===== src/rtl/inst_fetch_unit_pkg.sv =====
// Shared definitions for the instruction fetch stage: default widths,
// prefetch depth, FSM state encodings and the idle instruction word.
package inst_fetch_unit_pkg;

    localparam int DEF_ADDR_W = 4;
    localparam int DEF_INST_W = 32;
    localparam int FIFO_DEPTH = 2;

    // Fetch FSM encodings
    localparam logic [1:0] ST_FETCH = 2'd0;
    localparam logic [1:0] ST_WAIT  = 2'd1;
    localparam logic [1:0] ST_DRAIN = 2'd2;

    // Value shown on ir when nothing is buffered
    localparam logic [31:0] NOP_INST = 32'h0000_0000;

endpackage


===== src/rtl/inst_fetch_unit_fetch_fifo.sv =====
// Two-entry prefetch buffer holding {instruction, fetch address} pairs.
// Flush empties it in one cycle; head is always visible on data_o.
module fetch_fifo
    import inst_fetch_unit_pkg::*;
#(
    parameter int WIDTH = DEF_INST_W + DEF_ADDR_W
) (
    input  logic             clk_i,
    input  logic             rst_ni,
    input  logic             push_i,
    input  logic [WIDTH-1:0] data_i,
    input  logic             pop_i,
    input  logic             flush_i,
    output logic [WIDTH-1:0] data_o,
    output logic [1:0]       count_o
);

    logic [WIDTH-1:0] mem_q [2];
    logic             rd_ptr_q;
    logic             wr_ptr_q;
    logic [1:0]       count_q;

    // Storage, pointers and occupancy; flush wins over any push/pop that cycle
    always_ff @(posedge clk_i or negedge rst_ni) begin
        if (!rst_ni) begin
            mem_q[0] <= '0;
            mem_q[1] <= '0;
            rd_ptr_q <= 1'b0;
            wr_ptr_q <= 1'b0;
            count_q  <= 2'd0;
        end else if (flush_i) begin
            rd_ptr_q <= 1'b0;
            wr_ptr_q <= 1'b0;
            count_q  <= 2'd0;
        end else begin
            if (push_i) begin
                mem_q[wr_ptr_q] <= data_i;
                wr_ptr_q        <= ~wr_ptr_q;
            end
            if (pop_i) begin
                rd_ptr_q <= ~rd_ptr_q;
            end
            if (push_i && !pop_i) begin
                count_q <= count_q + 2'd1;
            end else if (!push_i && pop_i) begin
                count_q <= count_q - 2'd1;
            end
        end
    end

    assign data_o  = mem_q[rd_ptr_q];
    assign count_o = count_q;

    // The issue logic upstream must never let a push land on a full buffer
    a_no_overflow : assert property (@(posedge clk_i) disable iff (!rst_ni)
        !(push_i && !pop_i && !flush_i && count_q == 2'd2));

    // Decode only pops when ir_valid, so an empty pop means a broken handshake
    a_no_underflow : assert property (@(posedge clk_i) disable iff (!rst_ni)
        !(pop_i && !flush_i && count_q == 2'd0));

endmodule


===== src/rtl/inst_fetch_unit.sv =====
// Instruction fetch stage: owns the PC, keeps at most one instruction memory
// read in flight, buffers returned words in a 2-entry prefetch FIFO and hands
// them to decode over valid/ready. Redirect flushes everything fetched so far;
// halt only stops new reads from being issued.
module inst_fetch_unit
    import inst_fetch_unit_pkg::*;
#(
    parameter int                ADDR_W   = DEF_ADDR_W,
    parameter int                INST_W   = DEF_INST_W,
    parameter logic [ADDR_W-1:0] RESET_PC = '0
) (
    input  logic              clk,
    input  logic              sys_rst_n,
    output logic              imem_req,
    output logic [ADDR_W-1:0] imem_addr,
    input  logic              imem_rvalid,
    input  logic [INST_W-1:0] imem_rdata,
    output logic              ir_valid,
    output logic [INST_W-1:0] ir,
    output logic [ADDR_W-1:0] ir_pc,
    input  logic              ir_ready,
    input  logic              redirect_valid,
    input  logic [ADDR_W-1:0] redirect_pc,
    input  logic              halt
);

    localparam int ENTRY_W = INST_W + ADDR_W;

    logic [1:0]          state_q, state_d;
    logic [ADDR_W-1:0]   pc_q, pc_d;
    logic [ADDR_W-1:0]   tag_q, tag_d;

    logic [ENTRY_W-1:0]  fifo_head;
    logic [1:0]          fifo_count;
    logic                fifo_empty;
    logic                fifo_push;
    logic                fifo_pop;
    logic                rsp_fire;
    logic                issue_slot;
    logic [2:0]          occupancy;
    logic                issue;

    assign fifo_empty = (fifo_count == 2'd0);

    // Decode never sees a valid head during a redirect, so no transfer can happen then
    assign ir_valid  = !fifo_empty && !redirect_valid;
    assign fifo_pop  = ir_valid && ir_ready;

    // A response only counts while WAIT; in FETCH it is stray, in DRAIN it is stale
    assign rsp_fire  = (state_q == ST_WAIT) && imem_rvalid;
    assign fifo_push = rsp_fire && !redirect_valid;

    // A new read may start when nothing is in flight, or the one in flight lands this cycle
    assign issue_slot = (state_q == ST_FETCH) || rsp_fire;

    // Buffer occupancy once this cycle's push and pop settle; counting the pop is
    // what lets a 1-cycle memory sustain one instruction per cycle
    assign occupancy = {1'b0, fifo_count} + {2'b00, fifo_push} - {2'b00, fifo_pop};

    assign issue = sys_rst_n && !halt && !redirect_valid && issue_slot &&
                   (occupancy < 3'(FIFO_DEPTH));

    assign imem_req  = issue;
    assign imem_addr = pc_q;

    assign ir    = fifo_empty ? INST_W'(NOP_INST) : fifo_head[ENTRY_W-1:ADDR_W];
    assign ir_pc = fifo_empty ? '0 : fifo_head[ADDR_W-1:0];

    // Next FSM state, PC and in-flight address tag; redirect overrides everything
    always_comb begin
        state_d = state_q;
        pc_d    = pc_q;
        tag_d   = tag_q;
        if (redirect_valid) begin
            pc_d = redirect_pc;
            if (state_q == ST_FETCH || imem_rvalid) begin
                state_d = ST_FETCH;
            end else begin
                state_d = ST_DRAIN;
            end
        end else begin
            case (state_q)
                ST_FETCH: begin
                    if (issue) begin
                        state_d = ST_WAIT;
                    end
                end
                ST_WAIT: begin
                    if (imem_rvalid) begin
                        state_d = issue ? ST_WAIT : ST_FETCH;
                    end
                end
                ST_DRAIN: begin
                    if (imem_rvalid) begin
                        state_d = ST_FETCH;
                    end
                end
                default: state_d = ST_FETCH;
            endcase
            if (issue) begin
                pc_d  = pc_q + ADDR_W'(1);
                tag_d = pc_q;
            end
        end
    end

    // Fetch control registers; reset abandons any read in flight
    always_ff @(posedge clk or negedge sys_rst_n) begin
        if (!sys_rst_n) begin
            state_q <= ST_FETCH;
            pc_q    <= RESET_PC;
            tag_q   <= '0;
        end else begin
            state_q <= state_d;
            pc_q    <= pc_d;
            tag_q   <= tag_d;
        end
    end

    fetch_fifo #(
        .WIDTH (ENTRY_W)
    ) u_fetch_fifo (
        .clk_i   (clk),
        .rst_ni  (sys_rst_n),
        .push_i  (fifo_push),
        .data_i  ({imem_rdata, tag_q}),
        .pop_i   (fifo_pop),
        .flush_i (redirect_valid),
        .data_o  (fifo_head),
        .count_o (fifo_count)
    );

endmodule


===== config.mk =====
export PLATFORM = sky130hd
export DESIGN_NAME = inst_fetch_unit
export DESIGN_NICKNAME = d
export VERILOG_FILES = /design/src/rtl/inst_fetch_unit_pkg.sv /design/src/rtl/inst_fetch_unit_fetch_fifo.sv /design/src/rtl/inst_fetch_unit.sv
export SDC_FILE = /design/constraint.sdc
export NUM_CORES = 1
export LEC_CHECK = 0
export CAP_MARGIN = 10
export CORE_UTILIZATION = 55
export DETAILED_ROUTE_END_ITERATION = 10
export HOLD_SLACK_MARGIN = 0.1
export PLACE_DENSITY_LB_ADDON = 0.05
export SLEW_MARGIN = 15
export SYNTH_ARGS = -nofsm -noshare
export SYNTH_HDL_FRONTEND = slang
export SYNTH_SLANG_ARGS = --single-unit

===== constraint.sdc =====
create_clock -name clk -period 8.2 [get_ports clk]
set_input_delay 1.64 -clock clk [delete_from_list [all_inputs] [get_ports clk]]
set_output_delay 1.64 -clock clk [all_outputs]
set_load 0.005 [all_outputs]

# After elaboration in Yosys (flattened, before gate mapping)
# Cells that the tools add are included.
word_totals:
  ff_bits: 86
  input_bits: 42
  output_inout_bits: 42
op_classes:
  n_addsub: 5
  magnitude_cmp: 4
  n_eq_ne: 5
  muxes: 24
  bitwise_logic: 5
  reduce_logical: 27
ops:
  columns: ["cell", "n"]
  rows:
  - ["$mux 36", 4]
  - ["$bwmux 72", 1]
  - ["$demux 36 s1", 1]
  - ["$mux 32", 1]
  - ["$mux 2", 8]
  - ["$mux 4", 3]
  - ["$logic_and 1x1->1", 11]
  - ["$ne 3x3->1 const B", 3]
  - ["$pmux 2 s3", 1]
  - ["$reduce_bool 2->1", 3]
  - ["$logic_not 1->1", 5]
  - ["$mux 1", 5]
  - ["$add 4x1->4 const B", 1]
  - ["$ge 2x2->1 const B", 2]
  - ["$logic_not 2->1", 2]
  - ["$not 1->2", 2]
  - ["$reduce_and 2->1", 2]
  - ["$add 2x1->3", 1]
  - ["$lt 3x2->1 const B", 1]
  - ["$not 1->1", 3]
  - ["$reduce_and 3->1", 1]
  - ["$reduce_bool 3->1", 1]
  - ["$sub 3x1->3", 1]
  - ["$add 2x1->2 const B", 1]
  - ["other kinds (5)", 6]

# Depth between registers and ports, before layout
logic_depth:
  depth_word: 11
  ltp_mapped: 12

# Cells and area by module
# From an unflattened synthesis, not the netlist that was laid out.
unflattened:
  hier_cells: 302
  area_unflattened_um2: 4296.6
modules_own_cells:
  columns: ["mod", "instances", "cells_each", "area_per_inst_um2", "seq_area_each_um2"]
  rows:
  - ["fetch_fifo", 1, 210, 3502.1, 1901.8]
  - ["inst_fetch_unit", 1, 92, 794.5, 250.2]

# Least setup slack after synthesis
# No wires, ideal clock.
synth_path:
  path_type: "input-to-output"
  startpoint: "input port redirect_valid"
  endpoint: "output port imem_req"
  t_arrival_ns: 3.808
  required_time_ns: 6.560
  path_slack_ns: 2.752
  stages: 9
  n_path_buf: 1
  cell_sequence: "clkbuf_1 -> nor2_1 -> and2_1 -> ha_1 -> or3_1 -> fa_1 -> and4bb_2 -> nand4b_4 -> inv_1"
synth_via:
  elab_chain_cells: 6
synth_rtl:
  columns: ["item", "line", "source"]
  rows:
  - ["start: declaration", "inst_fetch_unit.sv:22", "input logic redirect_valid,"]
  - ["$logic_not 1->1", "inst_fetch_unit.sv:46", "assign ir_valid = !fifo_empty && !redirect_valid;"]
  - ["$logic_and 1x1->1", "inst_fetch_unit.sv:46", null]
  - ["net ir_valid", "inst_fetch_unit.sv:18", "output logic ir_valid,"]
  - ["$logic_and 1x1->1", "inst_fetch_unit.sv:47", "assign fifo_pop = ir_valid && ir_ready;"]
  - ["$sub 3x1->3", "inst_fetch_unit.sv:58", "assign occupancy = {1'b0, fifo_count} + {2'b00, fifo_push} - {2'b00, fifo_pop};"]
  - ["$lt 3x2->1", "inst_fetch_unit.sv:61", "(occupancy < 3'(FIFO_DEPTH));"]
  - ["$logic_and 1x1->1", "inst_fetch_unit.sv:60", "assign issue = sys_rst_n && !halt && !redirect_valid && issue_slot &&"]
  - ["end: declaration", "inst_fetch_unit.sv:14", "output logic imem_req,"]
# The timed path passes the listed nets, and every way through them passes these cells.

# Worst setup path in the final report
layout_path:
  startpoint: "input port redirect_valid"
  endpoint: "output port imem_req"
layout_via:
  elab_chain_cells: 6
layout_rtl:
  columns: ["item", "line"]
  rows:
  - ["$logic_not 1->1 *", "inst_fetch_unit.sv:46, inst_fetch_unit.sv:51, inst_fetch_unit.sv:60"]
  - ["$logic_and 1x1->1, on equally long branches", "inst_fetch_unit.sv:51, inst_fetch_unit.sv:46"]
  - ["$add 2x1->3 / $logic_and 1x1->1 (equally long branches)", "inst_fetch_unit.sv:58, inst_fetch_unit.sv:47"]
  - ["$sub 3x1->3", "inst_fetch_unit.sv:58"]
  - ["$lt 3x2->1", "inst_fetch_unit.sv:61"]
  - ["$logic_and 1x1->1 *", "inst_fetch_unit.sv:60"]
# Mark *: on every way between the ends. The rest lies on a longest branch, timed or not.

==> flow_summary_export.csv <==
group,metric,value,unit
worst_setup_path,crit_cells,10,
pwr,switching_share,24.5,%
floorplan,ioPinCount,84,
timing,finalClockSkew,0.00699,ns
pwr,p_leak,2.17,nW
job,max-cap-violations,0,
synthesis,synth_nets,346,
route,wl_met1,3400,um
clock_tree,postCtsSetupRepairBufs,0,
placed_design,io_buffers,83,
worst_setup_path,required,6.56,ns
route,drtPass1Iterations,4,
worst_setup_path,rr_worst_depth,10,
layout,diodes,0,
synthesis,synth_seq_cells,86,
worst_setup_path,end_kind,"output pin",
clock_tree,cts-htree-levels,3,
synthesis,synth_cells,301,
min_path,hold_end,"u_fetch_fifo.mem_q[53]",
timing,grt_setup_unrepaired,"no",
route,wl_met2,3530,um
route,vias,2546,
timing,setup_slack,1.56,ns
placed_design,place_area,4860,um2
global_routing,antenna_found_initial,0,
worst_setup_path,crit_path_start_kind,"input port",
route,ant_nets,0,
floorplan,die_h,86.9,um
timing,hold_viol,0,
floorplan,die-area,7540,um2
clock_tree,cts.sinks,86,
global_routing,grt_pass1_wl,12200,um
route,met3_length,327,um
layout,fin_area,5040,um2
timing,setup_viol,0,
timing,slew_violations,0,
worst_setup_path,worstReg2RegStart,"u_fetch_fifo.count_o[1]",
timing,fin_crit_sh,81.0,%
clock_tree,clk_pin_slew_worst_paths,0.08,ns
worst_setup_path,r2r-end,"imem_addr[3]",
route,top_layer,"met4",
worst_setup_path,crit_start,"redirect_valid",
pwr,power_frac_seq,54.2,%
global_routing,first_global_vias,2652,
synthesis,syn_area,3960,um2
layout,area_delta_synth_final,27.4,%
floorplan,rows,30,
route,wl_per_cell,15.3,um
worst_setup_path,cp_common_cell,"clkdlybuf4s50_1",
worst_setup_path,critical_path.cell_chain,"clkdlybuf4s50_1, nor2_1, and2_1, ha_1, or3_1, fa_1, and4bb_2, nand4b_4, inv_1, clkdlybuf4s50_1",
pwr,comb_power_share,17.6,%
clock_tree,post_cts_resized,0,
synthesis,yosysWarnings,0,
pwr,intPower,0.766,mW
pwr,clkPwrFrac,28.2,%
placed_design,dp_hpwl,4690,um
clock_tree,cts_tree,"built",
pwr,ir_drop,0.130,mV
worst_setup_path,rrSetupSlack,4.38,ns
placed_design,gp_congestion,0.696,
route,first_iter_violations,92,
clock_tree,clockBufferDepth,2,
synthesis,syn_area_per_cell,13.2,um2
worst_setup_path,cp_data_arrival_time,5.00,ns
timing,layout_min_cycle_time,6.64,ns
route,drc,0,
min_path,holdPathStages,1,
layout,nNetsFinal,427,
synthesis,ys_seq_area_share,54.3,%
status,outcome,"complete, no violations",
floorplan,die_x,86.9,um
pwr,netSwitchingPower,0.248,mW
layout,fillers,506,
floorplan,core_area,6870,um2
route,drt-vias-per-instance,5.28,
global_routing,grt-ovfl-total,0,
global_routing,track_usage,21.4,%
route,wirelength,7390,um
worst_setup_path,crit_slowest_cell,"clkdlybuf4s50_1",
synthesis,synth_cell_types,30,
worst_setup_path,crit_fanout,15,
worst_setup_path,path_buf_inv,3,
worst_setup_path,critical-path-max-stage-delay,0.82,ns
layout,drive_gt1_share,26.2,%
timing,fin_tns_setup,0,ns
clock_tree,insertion_delay,0.34,ns
worst_setup_path,crit_family,"buffers and inverters",
min_path,min_from,"u_fetch_fifo.mem_q[53]",
global_routing,grt_max_degree,55,
timing,worstMarginPinSlew,1.14,ns
min_path,hp-class,"register to register",
timing,fmax,151,MHz
clock_tree,clockRootBuffer,"clkbuf_8",
worst_setup_path,crit_type,"input port to output pin",
clock_tree,postCtsHoldBufs,0,
pwr,p_per_area,201,nW/um2
timing,slew_headroom,23.7,%
floorplan,initial_core_util,57.7,%
pwr,total_power,1.01,mW
placed_design,post-place-ws,1.55,ns
clock_tree,numCtsBuffers,9,
==> worst max-delay path by stage <==
stage / end / slack, ns
6_report: imem_req / 1.56
4_1_cts: imem_req / 1.53
5_1_grt: imem_req / 1.39
3_3_place_gp: imem_req / 1.62
3_5_place_dp: imem_req / 1.55
2_1_floorplan: imem_req / 2.75
==> Yosys cell counts (all sizes together) <==
| cell | count | share of area, % |
|---|---|---|
| o21ai | 4 | 0.51 |
| mux2i | 40 | 10 |
| fa | 1 | 0.51 |
| nor2 | 47 | 4.5 |
| nand3b | 2 | 0.70 |
| xor2 | 3 | 0.66 |
| a2bb2oi | 1 | 0.22 |
| xnor2 | 1 | 0.41 |
| nor3 | 2 | 0.54 |
| and4bb | 1 | 0.32 |
| clkbuf | 5 | 0.47 |
| nand4b | 1 | 0.60 |
| a31oi | 2 | 0.32 |
| buf | 10 | 1.5 |
| and2 | 1 | 0.16 |
| a31o | 1 | 0.22 |
| or3 | 2 | 0.32 |
| a21oi | 2 | 0.25 |
| dfrtp | 86 | 54 |
| nand3 | 1 | 0.13 |
| nand2b | 1 | 0.16 |
| inv | 3 | 0.28 |
| mux2 | 76 | 22 |
| ha | 2 | 0.63 |
| nand2 | 6 | 0.63 |
==> through the flow <==
step,hold WS [ns],cells,utilization [%]
global route,0.518,482,73.4
floorplan,0.446,301,-
CTS,0.492,482,73.4
detailed placement,0.474,467,70.7
finish,0.491,482,73.4
global placement,0.466,467,70.7
==> cell families (layout without fill, tap and decap cells) <==
kind of cell | count (synthesis) | after routing | synth area share [%]
AND/OR/NAND/NOR | 64 | 64 | 7.99
multiplexers | 116 | 116 | 31.7
adder cells (fa/ha/maj) | 3 | 3 | 1.14
AO/OA/AOI/OAI | 10 | 10 | 1.52
buffers and inverters | 18 | 103 | 2.21
flip-flops | 86 | 86 | 54.3
XOR/XNOR | 4 | 4 | 1.07
==> power groups by stage <==
| stage | clock network, mW | registers (mW) | logic (mW) |
|---|---|---|---|
| 2_1_floorplan | 0 | 0.544 | 0.121 |
| 3_3_place_gp | 0 | 0.554 | 0.174 |
| 3_5_place_dp | 0 | 0.558 | 0.181 |
| 4_1_cts | 0.294 | 0.549 | 0.182 |
| 5_1_grt | 0.308 | 0.560 | 0.199 |
| 6_report | 0.286 | 0.550 | 0.178 |
==> per-layer routing <==
layer | vias up | GRT usage (%)
li1 | 1209 | -
met2 | 58 | 34.3
met3 | 12 | 3.89
met1 | 1267 | 28.4
met5 | - | 0
met4 | 0 | 10.0
==> flip-flops by register name, indices dropped and copies added (netlist names) <==
register / cells
imem_addr: 4
state_q: 2
tag_q: 4
u_fetch_fifo.count_o: 2
u_fetch_fifo.mem_q: 72
u_fetch_fifo.rd_ptr_q: 1
u_fetch_fifo.wr_ptr_q: 1
==> area by class of cell <==
type	instances	area, um2	area share, %
clock inverters	5	50.0	0.992
well taps	96	120	2.38
repair buffers	85	843	16.7
multi-input cells	197	1730	34.3
flip-flops and latches	86	2150	42.7
inverters	3	11.3	0.223
clock buffers	10	138	2.73
==> layout by cell type, fill, tap and decap left out, types with 2 or more instances in the layout <==
cell / synthesis / layout
clkbuf_8: 0 / 10
a31oi_1: 2 / 2
mux2_2: 74 / 74
mux2i_1: 40 / 40
xor2_1: 3 / 3
a21oi_1: 2 / 2
clkdlybuf4s50_1: 0 / 82
buf_4: 3 / 3
inv_1: 3 / 3
or3_1: 2 / 2
clkinv_2: 0 / 4
nor2_1: 47 / 46
nand2_1: 5 / 5
ha_1: 2 / 2
o21ai_0: 4 / 4
dfrtp_1: 86 / 85
mux2_1: 2 / 2
No activity file was read; power rests on OpenSTA's default activity.
